[config.mk]
export PLATFORM = sky130hd
export DESIGN_NAME = wb_uart_rx_flat
export DESIGN_NICKNAME = d
export VERILOG_FILES = /design/src/rtl/wb_uart_rx_pkg.sv /design/src/rtl/wb_uart_rx_if.sv /design/src/rtl/wb_uart_rx_fifo.sv /design/src/rtl/wb_uart_rx.sv /design/src/flat_wrapper.sv
export SDC_FILE = /design/constraint.sdc
export NUM_CORES = 1
export LEC_CHECK = 0
export ABC_AREA = 1
export CORE_MARGIN = 1
export CORE_UTILIZATION = 26
export CTS_CLUSTER_SIZE = 14
export DETAILED_ROUTE_END_ITERATION = 12
export PLACE_DENSITY = 0.5
export SYNTH_ARGS = -nofsm -noshare
export SYNTH_HDL_FRONTEND = slang
export SYNTH_SLANG_ARGS = --single-unit
[constraint.sdc]
create_clock -name clk_i -period 7.99 [get_ports clk_i]
set_clock_uncertainty 0.1 [all_clocks]
set_input_delay 1.598 -clock clk_i [delete_from_list [all_inputs] [get_ports clk_i]]
set_output_delay 1.598 -clock clk_i [all_outputs]
set_load 0.01 [all_outputs]
[src/rtl/wb_uart_rx_pkg.sv]
// uart_pkg: register map, STATUS bit layout and receiver state encoding for wb_uart_rx.
package uart_pkg;
   localparam logic [31:0] UART_RX_DATA   = 32'h0;
   localparam logic [31:0] UART_RX_STATUS = 32'h4;
   localparam int ST_NOT_EMPTY = 0;
   localparam int ST_FULL      = 1;
   localparam int ST_OVERRUN   = 2;
   localparam int ST_FRAME_ERR = 3;
   localparam int ST_LEVEL_LSB = 8;
   localparam int UART_DATA_BITS = 8;
   typedef enum logic [2:0] {RX_IDLE, RX_START, RX_DATA, RX_STOP, RX_BREAK} uart_rx_state_t;
endpackage

[src/rtl/wb_uart_rx_if.sv]
// wb_uart_rx_if: Wishbone slave bus bundle, signal suffixes seen from the slave side.
interface wb_uart_rx_if #(
   parameter int AW = 32,
   parameter int DW = 32
);
   logic [AW-1:0] wb_addr_i;
   logic [DW-1:0] wb_data_i;
   logic [3:0]    wb_sel_i;
   logic          wb_we_i;
   logic          wb_cyc_i;
   logic          wb_stb_i;
   logic          wb_ack_o;
   logic [DW-1:0] wb_data_o;
   modport master (output wb_addr_i, wb_data_i, wb_sel_i, wb_we_i, wb_cyc_i, wb_stb_i, input wb_ack_o, wb_data_o);
   modport slave (input wb_addr_i, wb_data_i, wb_sel_i, wb_we_i, wb_cyc_i, wb_stb_i, output wb_ack_o, wb_data_o);
endinterface

[src/rtl/wb_uart_rx_fifo.sv]
// sync_fifo: single-clock FIFO; a pop frees a full slot for a same-cycle push, a pop while empty is ignored.
module sync_fifo #(
   parameter int WIDTH = 8,
   parameter int DEPTH = 16
) (
   input  logic                     clk_i,
   input  logic                     rst_i,
   input  logic                     push_i,
   input  logic                     pop_i,
   input  logic [WIDTH-1:0]         data_i,
   output logic [WIDTH-1:0]         data_o,
   output logic                     full_o,
   output logic                     empty_o,
   output logic                     drop_o,
   output logic [$clog2(DEPTH):0]   level_o
);
   localparam int AW = $clog2(DEPTH);
   localparam int LW = AW + 1;
   logic [WIDTH-1:0] mem_q [DEPTH];
   logic [AW-1:0] wr_q, rd_q;
   logic [LW-1:0] level_q;
   logic do_push, do_pop;
   assign empty_o = level_q == '0;
   assign full_o  = level_q == LW'(DEPTH);
   assign do_pop  = pop_i && !empty_o;
   assign do_push = push_i && (!full_o || do_pop);
   assign drop_o  = push_i && !do_push;
   assign data_o  = mem_q[rd_q];
   assign level_o = level_q;
   always_ff @(posedge clk_i) begin
      if (rst_i) begin
         wr_q    <= '0;
         rd_q    <= '0;
         level_q <= '0;
      end else begin
         if (do_push) wr_q <= wr_q + AW'(1);
         if (do_pop) rd_q <= rd_q + AW'(1);
         level_q <= level_q + LW'(do_push) - LW'(do_pop);
      end
   end
   always_ff @(posedge clk_i) if (do_push) mem_q[wr_q] <= data_i;
endmodule

[src/rtl/wb_uart_rx.sv]
// wb_uart_rx: 8N1 UART receiver with RX FIFO behind a two-register Wishbone slave.
module wb_uart_rx
   import uart_pkg::*;
#(
   parameter int WB_DATA_WIDTH = 32,
   parameter int WB_ADDR_WIDTH = 32,
   parameter int CLKS_PER_BIT  = 16,
   parameter int FIFO_DEPTH    = 16
) (
   input  logic          clk_i,
   input  logic          rst_i,
   input  logic          uart_rx_i,
   wb_uart_rx_if.slave   wb,
   output logic          rx_irq_o
);
   localparam int CW = $clog2(CLKS_PER_BIT + 1);
   localparam int LW = $clog2(FIFO_DEPTH) + 1;
   uart_rx_state_t state_q, state_d;
   logic [CW-1:0] cnt_q, cnt_d;
   logic [2:0] bit_q, bit_d;
   logic [UART_DATA_BITS-1:0] shift_q, shift_d, head;
   logic [WB_DATA_WIDTH-1:0] rdata_q, rd_data, status;
   logic [LW-1:0] level;
   logic s1_q, rx_s_q, push_q, push_d, frame_q, frame_set, ovr_q, ack_q, irq_q;
   logic tick, req, pop, wr_stat, fifo_full, fifo_empty, fifo_drop, unused_ok;
   assign tick = cnt_q == CW'(1);
   always_comb begin
      state_d   = state_q;
      cnt_d     = cnt_q - CW'(1);
      bit_d     = bit_q;
      shift_d   = shift_q;
      push_d    = 1'b0;
      frame_set = 1'b0;
      case (state_q)
         RX_IDLE: if (!rx_s_q) begin
            state_d = RX_START;
            cnt_d   = CW'(CLKS_PER_BIT / 2);
         end
         RX_START: if (tick) begin
            state_d = rx_s_q ? RX_IDLE : RX_DATA;
            cnt_d   = CW'(CLKS_PER_BIT);
            bit_d   = '0;
         end
         RX_DATA: if (tick) begin
            shift_d = {rx_s_q, shift_q[UART_DATA_BITS-1:1]};
            cnt_d   = CW'(CLKS_PER_BIT);
            bit_d   = bit_q + 3'd1;
            state_d = bit_q == 3'(UART_DATA_BITS - 1) ? RX_STOP : RX_DATA;
         end
         RX_STOP: if (tick) begin
            push_d    = rx_s_q;
            frame_set = !rx_s_q;
            state_d   = rx_s_q ? RX_IDLE : RX_BREAK;
         end
         RX_BREAK: if (rx_s_q) state_d = RX_IDLE;
         default: state_d = RX_IDLE;
      endcase
   end
   sync_fifo #(.WIDTH(UART_DATA_BITS), .DEPTH(FIFO_DEPTH)) u_fifo (
      .clk_i(clk_i), .rst_i(rst_i), .push_i(push_q), .pop_i(pop), .data_i(shift_q),
      .data_o(head), .full_o(fifo_full), .empty_o(fifo_empty), .drop_o(fifo_drop), .level_o(level)
   );
   assign req     = wb.wb_cyc_i && wb.wb_stb_i && !ack_q;
   assign pop     = req && !wb.wb_we_i && wb.wb_addr_i[2] == UART_RX_DATA[2];
   assign wr_stat = req && wb.wb_we_i && wb.wb_addr_i[2] == UART_RX_STATUS[2];
   always_comb begin
      status                      = '0;
      status[ST_NOT_EMPTY]        = !fifo_empty;
      status[ST_FULL]             = fifo_full;
      status[ST_OVERRUN]          = ovr_q;
      status[ST_FRAME_ERR]        = frame_q;
      status[ST_LEVEL_LSB +: LW]  = level;
   end
   assign rd_data = wb.wb_we_i ? '0
                  : wb.wb_addr_i[2] == UART_RX_STATUS[2] ? status
                  : fifo_empty ? '0 : WB_DATA_WIDTH'({1'b1, head});
   always_ff @(posedge clk_i) begin
      if (rst_i) begin
         s1_q    <= 1'b1;
         rx_s_q  <= 1'b1;
         state_q <= RX_IDLE;
         cnt_q   <= '0;
         bit_q   <= '0;
         shift_q <= '0;
         push_q  <= 1'b0;
         frame_q <= 1'b0;
         ovr_q   <= 1'b0;
         ack_q   <= 1'b0;
         rdata_q <= '0;
         irq_q   <= 1'b0;
      end else begin
         s1_q    <= uart_rx_i;
         rx_s_q  <= s1_q;
         state_q <= state_d;
         cnt_q   <= cnt_d;
         bit_q   <= bit_d;
         shift_q <= shift_d;
         push_q  <= push_d;
         // a set event wins over a same-cycle W1C
         frame_q <= frame_set || (frame_q && !(wr_stat && wb.wb_data_i[ST_FRAME_ERR]));
         ovr_q   <= fifo_drop || (ovr_q && !(wr_stat && wb.wb_data_i[ST_OVERRUN]));
         ack_q   <= req;
         if (req) rdata_q <= rd_data;
         irq_q   <= !fifo_empty;
      end
   end
   assign wb.wb_ack_o  = ack_q;
   assign wb.wb_data_o = rdata_q;
   assign rx_irq_o     = irq_q;
   assign unused_ok = ^{wb.wb_sel_i, wb.wb_addr_i[WB_ADDR_WIDTH-1:3], wb.wb_addr_i[1:0],
                        wb.wb_data_i[WB_DATA_WIDTH-1:4], wb.wb_data_i[1:0]};
endmodule

[src/flat_wrapper.sv]
// flat-port wrapper written by rule: the top's interface ports become plain ports
module wb_uart_rx_flat import uart_pkg::*;
#(
   parameter int WB_DATA_WIDTH = 32,
   parameter int WB_ADDR_WIDTH = 32,
   parameter int CLKS_PER_BIT  = 16,
   parameter int FIFO_DEPTH    = 16
)
  (clk_i, rst_i, uart_rx_i, rx_irq_o, wb_wb_addr_i, wb_wb_data_i, wb_wb_sel_i, wb_wb_we_i, wb_wb_cyc_i, wb_wb_stb_i, wb_wb_ack_o, wb_wb_data_o);
  wb_uart_rx_if wb_i ();
  input  logic clk_i;
  input  logic rst_i;
  input  logic uart_rx_i;
  output logic rx_irq_o;
  input wire logic [$bits(wb_i.wb_addr_i)-1:0] wb_wb_addr_i;
  input wire logic [$bits(wb_i.wb_data_i)-1:0] wb_wb_data_i;
  input wire logic [$bits(wb_i.wb_sel_i)-1:0] wb_wb_sel_i;
  input wire logic [$bits(wb_i.wb_we_i)-1:0] wb_wb_we_i;
  input wire logic [$bits(wb_i.wb_cyc_i)-1:0] wb_wb_cyc_i;
  input wire logic [$bits(wb_i.wb_stb_i)-1:0] wb_wb_stb_i;
  output wire logic [$bits(wb_i.wb_ack_o)-1:0] wb_wb_ack_o;
  output wire logic [$bits(wb_i.wb_data_o)-1:0] wb_wb_data_o;
  assign wb_i.wb_addr_i = wb_wb_addr_i;
  assign wb_i.wb_data_i = wb_wb_data_i;
  assign wb_i.wb_sel_i = wb_wb_sel_i;
  assign wb_i.wb_we_i = wb_wb_we_i;
  assign wb_i.wb_cyc_i = wb_wb_cyc_i;
  assign wb_i.wb_stb_i = wb_wb_stb_i;
  assign wb_wb_ack_o = wb_i.wb_ack_o;
  assign wb_wb_data_o = wb_i.wb_data_o;
  wb_uart_rx #(.WB_DATA_WIDTH(WB_DATA_WIDTH), .WB_ADDR_WIDTH(WB_ADDR_WIDTH), .CLKS_PER_BIT(CLKS_PER_BIT), .FIFO_DEPTH(FIFO_DEPTH)) u_core (.clk_i(clk_i), .rst_i(rst_i), .uart_rx_i(uart_rx_i), .wb(wb_i), .rx_irq_o(rx_irq_o));
endmodule
* Word-level counts from Yosys, hierarchy flattened
Memory sizes are Yosys's and may differ from the RTL's. A register that Yosys moved wholly into a read port is not among the register bits. Index checks and enable logic that the tools add are counted.
Cells by class: add/sub/neg operators 6, multiply operators 0, divide/modulo/power cells 0, magnitude comparators 0, equal/unequal tests 12, shifts and indexed selects 0, multiplexer cells 24, bitwise gates (word level) 3, reduce and logical (&&, ||, !) cells 32
Operator list (count):
- $mux W32 | 2
- $mux W3 | 8
- $pmux W3 S5 | 1
- $logic_and A1 B1 Y1 | 13
- $mux W5 | 2
- $pmux W5 S2 | 1
- $mux W9 | 1
- $add A4 B1 Y4 const B | 2
- $logic_not A1 Y1 | 8
- $mux W4 | 2
- $ne A2 B1 Y1 const B | 4
- $eq A3 B2 Y1 const B | 2
- $eq A3 B3 Y1 const B | 2
- $pmux W3 S2 | 1
- $add A5 B1 Y5 | 1
- $eq A5 B1 Y1 const B | 1
- $eq A5 B5 Y1 const B | 1
- $logic_not A5 Y1 | 1
- $mux W1 | 5
- $reduce_and A5 Y1 | 1
- $sub A5 B1 Y5 | 1
- $sub A5 B1 Y5 const B | 1
- $add A3 B1 Y3 const B | 1
- $eq A3 B1 Y1 const B | 1
- 10 further kinds | 14
Word-level totals: flip-flop bits (word level) 71, latch bits 0, RAM bits 128, memory bits (read-only) 0, input port bits 74, output and inout bits 34, memories 1
Memory list:
- u_core.u_fifo.mem_q | depth 16, bits a word 8, rd ports 1, clocked after Yosys merged registers in 1, wr ports 1, RTL line wb_uart_rx_fifo.sv:19 | logic [WIDTH-1:0] mem_q [DEPTH];

* Depth between registers and ports, before layout
Gate-level depths: netlist of run 1.
depth after elaboration 10, depth in mapped cells 17

* Modules after synthesis
From an unflattened synthesis of run 1, not the netlist that was laid out.
Second synthesis, totals: cell total of the unflattened synthesis 892, area, all modules 8300.5 µm²
By module, submodules not included:
- sync_fifo | instances 1, cells an instance 652, area each 6475.0 µm², sequential area each 4184.0 µm²
- wb_uart_rx | instances 1, cells an instance 240, area each 1825.5 µm², sequential area each 780.7 µm²

* Worst setup path after synthesis of run 1
OpenSTA, ideal clock, no wires.
path kind input to register, start input port wb_wb_cyc_i, end register u_core.u_fifo.level_q[4] (netlist: u_core.u_fifo.level_o[4]), setup time 0.070 ns, data arrival time 3.619 ns, required time 7.820 ns, slack 4.201 ns, stages 17, path buffers 0, cells stage by stage nand2_1 nor2_2 inv_2 nor2_4 nand3_4 nand2_2 nand2_4 ha_1 inv_1 ha_1 inv_1 fa_1 inv_1 a21oi_1 o21ai_0 o21ai_0 a21oi_1
On the way: cells in the longest elaborated chain, start to end 9
RTL lines:
- start, declared | RTL line flat_wrapper.sv:19 | input wire logic [$bits(wb_i.wb_cyc_i)-1:0] wb_wb_cyc_i;
- $logic_and A1 B1 Y1 (*) (2 in a row) | RTL line wb_uart_rx.sv:63 | assign req = wb.wb_cyc_i && wb.wb_stb_i && !ack_q;
- $logic_and A1 B1 Y1 (*) (2 in a row) | RTL line wb_uart_rx.sv:64 | assign pop = req && !wb.wb_we_i && wb.wb_addr_i[2] == UART_RX_DATA[2];
- $logic_and A1 B1 Y1 (*) | RTL line wb_uart_rx_fifo.sv:25 | assign do_pop = pop_i && !empty_o;
- $logic_or A1 B1 Y1 | RTL line wb_uart_rx_fifo.sv:26 | assign do_push = push_i && (!full_o || do_pop);
- $logic_and A1 B1 Y1 | RTL line wb_uart_rx_fifo.sv:26
- $add A5 B1 Y5 | RTL line wb_uart_rx_fifo.sv:38 | level_q <= level_q + LW'(do_push) - LW'(do_pop);
- $sub A5 B1 Y5 (*) | RTL line wb_uart_rx_fifo.sv:38
- end signal, assigned | RTL line wb_uart_rx_fifo.sv:38
- end, declared | RTL line wb_uart_rx_fifo.sv:21 | logic [LW-1:0] level_q;
Every way passes the cells marked *; elsewhere a longest branch is shown, timed or not. A chain may end at the register's enable or synchronous reset.

* Worst setup path after layout of run 1
Ends and elaborated chain as after synthesis.

==> results of run 1 <==
==> synth_stat cells, drive strengths merged <==
library cell / number
o21ai: 55
edfxtp: 128
nor3: 4
and3: 1
nand2: 125
ha: 15
o2111ai: 1
fa: 1
o211ai: 24
dfxtp: 56
nor4: 1
nand4: 1
or2: 2
xor2: 4
buf: 43
inv: 80
a22oi: 1
clkinv: 2
a211oi: 2
nor2: 111
clkbuf: 8
a31oi: 1
conb: 1
xnor2: 2
a21oi: 34
nand3: 63
==> cell usage in the layout, fill, tap and decap left out, drive strengths merged <==
cell type,Yosys,layout
xnor2,2,2
a21oi,34,34
nand2,125,125
nand3,63,63
clkinv,2,6
and3,1,1
buf,43,4
dfxtp,56,56
inv,80,85
nor4,1,1
xor2,4,4
bufinv,0,3
clkinvlp,0,3
fa,1,1
nor3,4,4
o211ai,24,24
nor2,111,111
conb,1,19
ha,15,15
edfxtp,128,128
nand4,1,1
a31oi,1,1
o21ai,55,55
a211oi,2,2
clkdlybuf4s50,0,23
o2111ai,1,1
or2,2,2
clkbuf,8,17
a22oi,1,1
==> where the power goes <==
part | internal, mW | switching, mW | total, mW | leakage, nW
logic | 0.0685 | 0.112 | 0.181 | 1.28
registers | 1.03 | 0.0185 | 1.05 | 1.65
clock network | 0.501 | 0.379 | 0.881 | 0.293
total | 1.60 | 0.510 | 2.11 | 3.22
==> logic make-up (layout without fill, tap and decap cells) <==
| family | Yosys count | after routing | share of synthesized area |
|---|---|---|---|
| other | 1 | 19 | 0.0004722 |
| xor gates and xnor gates | 6 | 6 | 0.006617 |
| DFF | 184 | 184 | 0.6252 |
| adders and majority gates | 16 | 16 | 0.02615 |
| buffers and inverters | 133 | 141 | 0.08571 |
| and+or+nand+nor | 308 | 308 | 0.1705 |
| AOI/OAI and AO/OA | 118 | 118 | 0.08539 |
==> stage by stage <==
stage                       util  instances  instance area (µm²)  setup WS, ns  total power, mW
after floorplan                -        784                 8009         4.201            1.211
after CTS                 0.3018       1182                 9017         3.646            2.130
final                     0.3018       1182                 9017         3.668            2.108
after detailed placement  0.2811       1150                 8398         3.229            1.251
after global routing      0.3018       1182                 9017         3.390            2.193
after global placement    0.2811       1150                 8398         3.240            1.250
==> area by class of cell <==
cell class | instances | area share
tap | 390 | 0.05411
inverter | 82 | 0.03552
sequential | 184 | 0.5507
clock buffer | 17 | 0.04718
timing repair buffer | 27 | 0.02886
multi-input combinational | 467 | 0.2621
clock inverter | 15 | 0.02151
==> how the worst max path moves through the flow <==
stage | start | end | slack [ns]
after floorplan | wb_wb_cyc_i | u_core.u_fifo.level_o[4] | 4.20
after global placement | wb_wb_cyc_i | u_core.u_fifo.level_o[4] | 3.24
after detailed placement | wb_wb_cyc_i | u_core.u_fifo.level_o[4] | 3.23
after CTS | wb_wb_cyc_i | u_core.u_fifo.level_o[4] | 3.65
after global routing | wb_wb_cyc_i | u_core.u_fifo.level_o[4] | 3.39
final | wb_wb_cyc_i | u_core.u_fifo.level_o[4] | 3.67
==> state kept, by name, summed over array words and instances, names as in the netlist, named ones only <==
signal,cells
u_core.u_fifo.mem_q,128
u_core.wb.wb_data_o,13
u_core.shift_q,8
u_core.cnt_q,5
u_core.u_fifo.level_o,5
u_core.u_fifo.rd_q,4
u_core.u_fifo.wr_q,4
u_core.bit_q,3
u_core.state_q,3
u_core.frame_q,1
u_core.ovr_q,1
u_core.push_q,1
u_core.rx_irq_o,1
u_core.rx_s_q,1
u_core.s1_q,1
u_core.wb.wb_ack_o,1
==> layer usage <==
metal | routed length (µm) | track usage
met5 | 0 | 0
met2 | 8405 | 0.1869
met3 | 438 | 0.01568
met1 | 8399 | 0.1651
met4 | 254 | 0.03987
==> flow_summary_export.csv, run 1 <==
group,metric,value,unit
grt,grt_usage,0.1180,
timing,rsz0062_at_grt,"no",
finish,drive_gt1_frac,0.08460,
critical_path,crit_type,"in2reg",
die,design.core.area,29870,µm²
route,vias,5103,
clock_network,clkTransAtPathRegs,0.07,ns
place,portBuffers,23,
clock_network,htreeDepth,4,
route,firstDrtPassIters,5,
power_and_ir_drop,ir_drop,0.0001627,V
clock_network,numCtsBuffers,17,
die,die_w,176.8,µm
critical_path,cp.arrival,4.58,ns
route,drt_iter0_markers,414,
critical_path,reg2regPathDepth,15,
grt,grt.overflow.total,0,
timing,tns,0,ns
synth,yosysTopAreaCell,"edfxtp_1",
critical_path,cp_slowest_stage_delay,0.42,ns
clock_network,cts_root_buf,"clkbuf_16",
critical_path,crit_chain,"clkdlybuf4s50_1 > nand2_1 > nor2_2 > inv_2 > nor2_4 > nand3_4 > clkinv_1 > ha_1 > inv_1 > ha_1 > inv_1 > fa_1 > inv_1 > a21oi_1 > o21ai_0 > o21ai_0 > a21oi_1",
clock_network,cts_setup_buffers,0,
status,status,"finished clean",
synth,syn_area,7941,µm²
synth,ys_top_cells_by_area,"edfxtp_1, dfxtp_1, nand2_1, nor2_1, nand3_1",
synth,ys_ff_latch,184,
finish,fillers,3075,
timing,setup_viol,0,
critical_path,crit_cells,17,
finish,areaGrowthSynthToFinish,13.55,%
die,rows,63,
route,drt-total-wl,17500,µm
finish,regArea,4966,µm²
grt,grt_pass1_vias,4859,
critical_path,cp_slowest_cell,"ha_1",
die,initial_core_util,0.2658,
synth,yosysWarnings,0,
route,drc,0,
timing,fin_crit_sh,0.5409,
die,die_h,176.8,µm
critical_path,required,8.25,ns
critical_path,startpoint_type,"input pin",
clock_network,cts_num_sinks,184,
finish,nets,869,
die,boundaryPins,108,
finish,multi_input_area,2364,µm²
critical_path,r2r_end,"u_core.u_fifo.level_o[4]",
synth,synth_area_per_cell,10.37,µm²
place,dp_hpwl,10980,µm
grt,antenna_found_initial,0,
min_path,hold_end,"u_core.rx_s_q",
clock_network,hold_buffers,0,
min_path,min_from,"u_core.s1_q",
synth,yosysSeqAreaShare,0.6252,
timing,whs,0.3105,ns
critical_path,critPathMaxFanout,15,
clock_network,tritoncts,"built",
timing,slew_violations,0,
power_and_ir_drop,powerDensity,233.8,nW/µm²
critical_path,crit-reg2reg-launch,"u_core.u_fifo.level_o[2]",
critical_path,cpMostUsedCell,"inv_1",
timing,relSlewSlack,0.3257,
synth,synth_top_area_share,0.4840,
critical_path,path_buf_inv,6,
synth,syn_inst,766,
die,dieArea,31250,µm²
place,gp_congestion,0.7859,
min_path,hp-class,"reg2reg",
critical_path,critical-path-top-delay-family,"buffers and inverters",
timing,final.min_clock_period,4.322,ns
min_path,hold_depth,1,
clock_network,clk_latency,0.42,ns
grt,grt_max_degree,67,
job,cap_violations,0,
power_and_ir_drop,power.leakage,3.224,nW
critical_path,reg2reg_slack,4.80,ns
timing,hold_viol_final,0,
clock_network,cts_max_path_buffers,2,
clock_network,ctsResizeCount,0,
finish,antenna_cells,0,
synth,synth_cell_types,39,
critical_path,cp-end-kind,"flip-flop",
timing,tightest_slew,1.010,ns
timing,max_freq,231.4,MHz
grt,grt_pass1_wl,27910,µm
route,vias_per_cell,4.317,
route,routedWlPerCell,14.80,µm
route,ant_nets,0,
No activity file was read; power rests on OpenSTA's default activity.
==> inputs of run 2 (changes only) <==
Settings changed: PLACE_DENSITY 0.5 to 0.51.
Clock period 7.99 ns to 3.86 ns, I/O delays scaled along.
==> flow_summary_export.csv, run 2 (synthesis gave the netlist of run 1 again) <==
group,metric,value,unit
status,status,"finished clean",
place,portBuffers,23,
timing,fin_ws,0.6550,ns
clock_network,numCtsBuffers,17,
min_path,hold_end,"u_core.rx_s_q",
critical_path,cp-end-kind,"flip-flop",
die,die_w,176.8,µm
critical_path,critPathMaxFanout,10,
power_and_ir_drop,power.leakage,3.317,nW
die,initial_core_util,0.2658,
grt,grt_usage,0.1166,
finish,drive_gt1_frac,0.1017,
job,cap_violations,0,
finish,largest_reg_flops,128,
clock_network,cts_max_path_buffers,2,
critical_path,critical-path-top-delay-family,"adder cells",
min_path,min_from,"u_core.s1_q",
critical_path,r2r_end,"u_core.u_fifo.level_o[4]",
die,design.core.area,29870,µm²
route,routedWlPerCell,14.45,µm
grt,grt.overflow.total,0,
finish,largest-register,"u_core.u_fifo.mem_q",
place,place_ws,0.1831,ns
route,drt_iter0_markers,350,
critical_path,cpMostUsedCell,"inv_1",
critical_path,reg2reg_slack,0.95,ns
finish,final_common_cell,"edfxtp_1",
timing,hold_viol_final,0,
die,die_h,176.8,µm
finish,nets,883,
clock_network,clkTransAtPathRegs,0.07,ns
clock_network,htreeDepth,4,
timing,rsz0062_at_grt,"no",
power_and_ir_drop,clockPowerShare,0.417,
timing,tightest_slew,0.9853,ns
die,dieArea,31250,µm²
route,ant_nets,0,
route,drt-total-wl,17280,µm
min_path,hp-class,"reg2reg",
clock_network,cts_num_sinks,184,
die,rows,63,
route,firstDrtPassIters,4,
finish,antenna_cells,0,
critical_path,cp.arrival,3.48,ns
finish,areaGrowthSynthToFinish,14.81,%
critical_path,required,4.13,ns
clock_network,hold_buffers,0,
critical_path,cp_slowest_stage_delay,0.45,ns
critical_path,cp-startpoint,"wb_wb_cyc_i",
timing,fin_crit_sh,0.8303,
power_and_ir_drop,pwr-share-seq,0.497,
timing,setup_viol,0,
power_and_ir_drop,ir_drop,0.0002542,V
grt,grt_max_degree,88,
clock_network,cts_setup_buffers,0,
clock_network,ctsResizeCount,0,
critical_path,reg2regPathDepth,16,
power_and_ir_drop,netSwitchingFraction,0.2397,
min_path,hold_depth,1,
critical_path,crit-reg2reg-launch,"u_core.u_fifo.level_o[2]",
clock_network,cts_root_buf,"clkbuf_16",
clock_network,tritoncts,"built",
timing,relSlewSlack,0.3432,
timing,max_freq,312.0,MHz
critical_path,startpoint_type,"input pin",
power_and_ir_drop,powerDensity,476.8,nW/µm²
finish,final_cell_mix,"edfxtp_1, nand2_1, nor2_1, inv_1, nand3_1",
grt,antenna_found_initial,0,
route,drc,0,
power_and_ir_drop,p_sw,1.042,mW
grt,grt_pass1_wl,27480,µm
route,vias,5158,
power_and_ir_drop,comb_power_share,0.086,
timing,final.min_clock_period,3.205,ns
grt,grt_pass1_vias,4872,
critical_path,crit_type,"in2reg",
die,boundaryPins,108,
power_and_ir_drop,p_int,3.305,mW
clock_network,clk_latency,0.43,ns
place,gp_congestion,0.7470,
critical_path,crit_chain,"clkdlybuf4s50_1 > nand2_1 > nor2_2 > inv_2 > nor2_4 > nand3_4 > nand2_2 > nand2_4 > ha_1 > inv_1 > ha_1 > inv_1 > fa_1 > inv_1 > a21oi_1 > o21ai_0 > o21ai_0 > a21oi_1",
place,dp_hpwl,10820,µm
critical_path,cp_slowest_cell,"clkdlybuf4s50_1",
route,vias_per_cell,4.313,
timing,slew_violations,0,
timing,tns,0,ns
critical_path,path_buf_inv,5,
-- run 2: cell count changes in the layout (fill, tap and decap cells not counted), sizes merged --
cell      change
buf          +14
inv           +2
clkinv        -1
clkinvlp      -1
-- run 2: how the worst max path moves through the flow --
stage                                    end  slack [ns]  depth (start not counted)
CTS                 u_core.u_fifo.level_o[4]        0.65                         18
global route        u_core.u_fifo.level_o[4]        0.35                         18
detailed placement  u_core.u_fifo.level_o[4]        0.18                         18
global placement    u_core.u_fifo.level_o[4]        0.21                         18
floorplan           u_core.u_fifo.level_o[4]        0.90                         17
finish              u_core.u_fifo.level_o[4]        0.66                         18
-- run 2: cell type report --
cell class                 instances  area, µm²
sequential                       184       4966
timing repair buffer              41      365.4
clock buffer                      17      425.4
multi-input combinational        467       2364
fill                            3052      20760
inverter                          82      320.3
tap                              390      488.0
clock inverter                    15      188.9
-- run 2: worst reg2reg max path: cells and delay by family, from the launching register on --
kind                     cells  cell delay [ns]
buffers and inverters        4             0.26
adder cells (fa/ha/maj)      4             1.10
AND/OR/NAND/NOR              4             0.52
flip-flops                   1             0.36
AO/OA/AOI/OAI                4             0.50
-- run 2: metal layers --
metal	global-route usage	part of all wire
met4	0.03556	0.016
met1	0.1589	0.49
met3	0.02191	0.028
met2	0.1866	0.47
met5	0	0
-- run 2: stage by stage --
stage	hold slack (ns)	instances	power, mW	instance area (µm²)	utilization
after floorplan	0.2895	784	2.503	8009	-
after global placement	0.3426	1164	2.581	8503	0.2846
after detailed placement	0.3280	1164	2.586	8503	0.2846
after CTS	0.3472	1196	4.395	9117	0.3052
after global routing	0.3639	1196	4.522	9117	0.3052
final	0.3365	1196	4.347	9117	0.3052
-- run 2: power groups by stage --
| stage | sequential [mW] | clock, mW | combinational [mW] |
|---|---|---|---|
| 6_report | 2.16 | 1.81 | 0.374 |
| 3_3_place_gp | 2.21 | 0 | 0.375 |
| 2_1_floorplan | 2.20 | 0 | 0.298 |
| 5_1_grt | 2.17 | 1.92 | 0.431 |
| 4_1_cts | 2.16 | 1.85 | 0.381 |
| 3_5_place_dp | 2.21 | 0 | 0.379 |
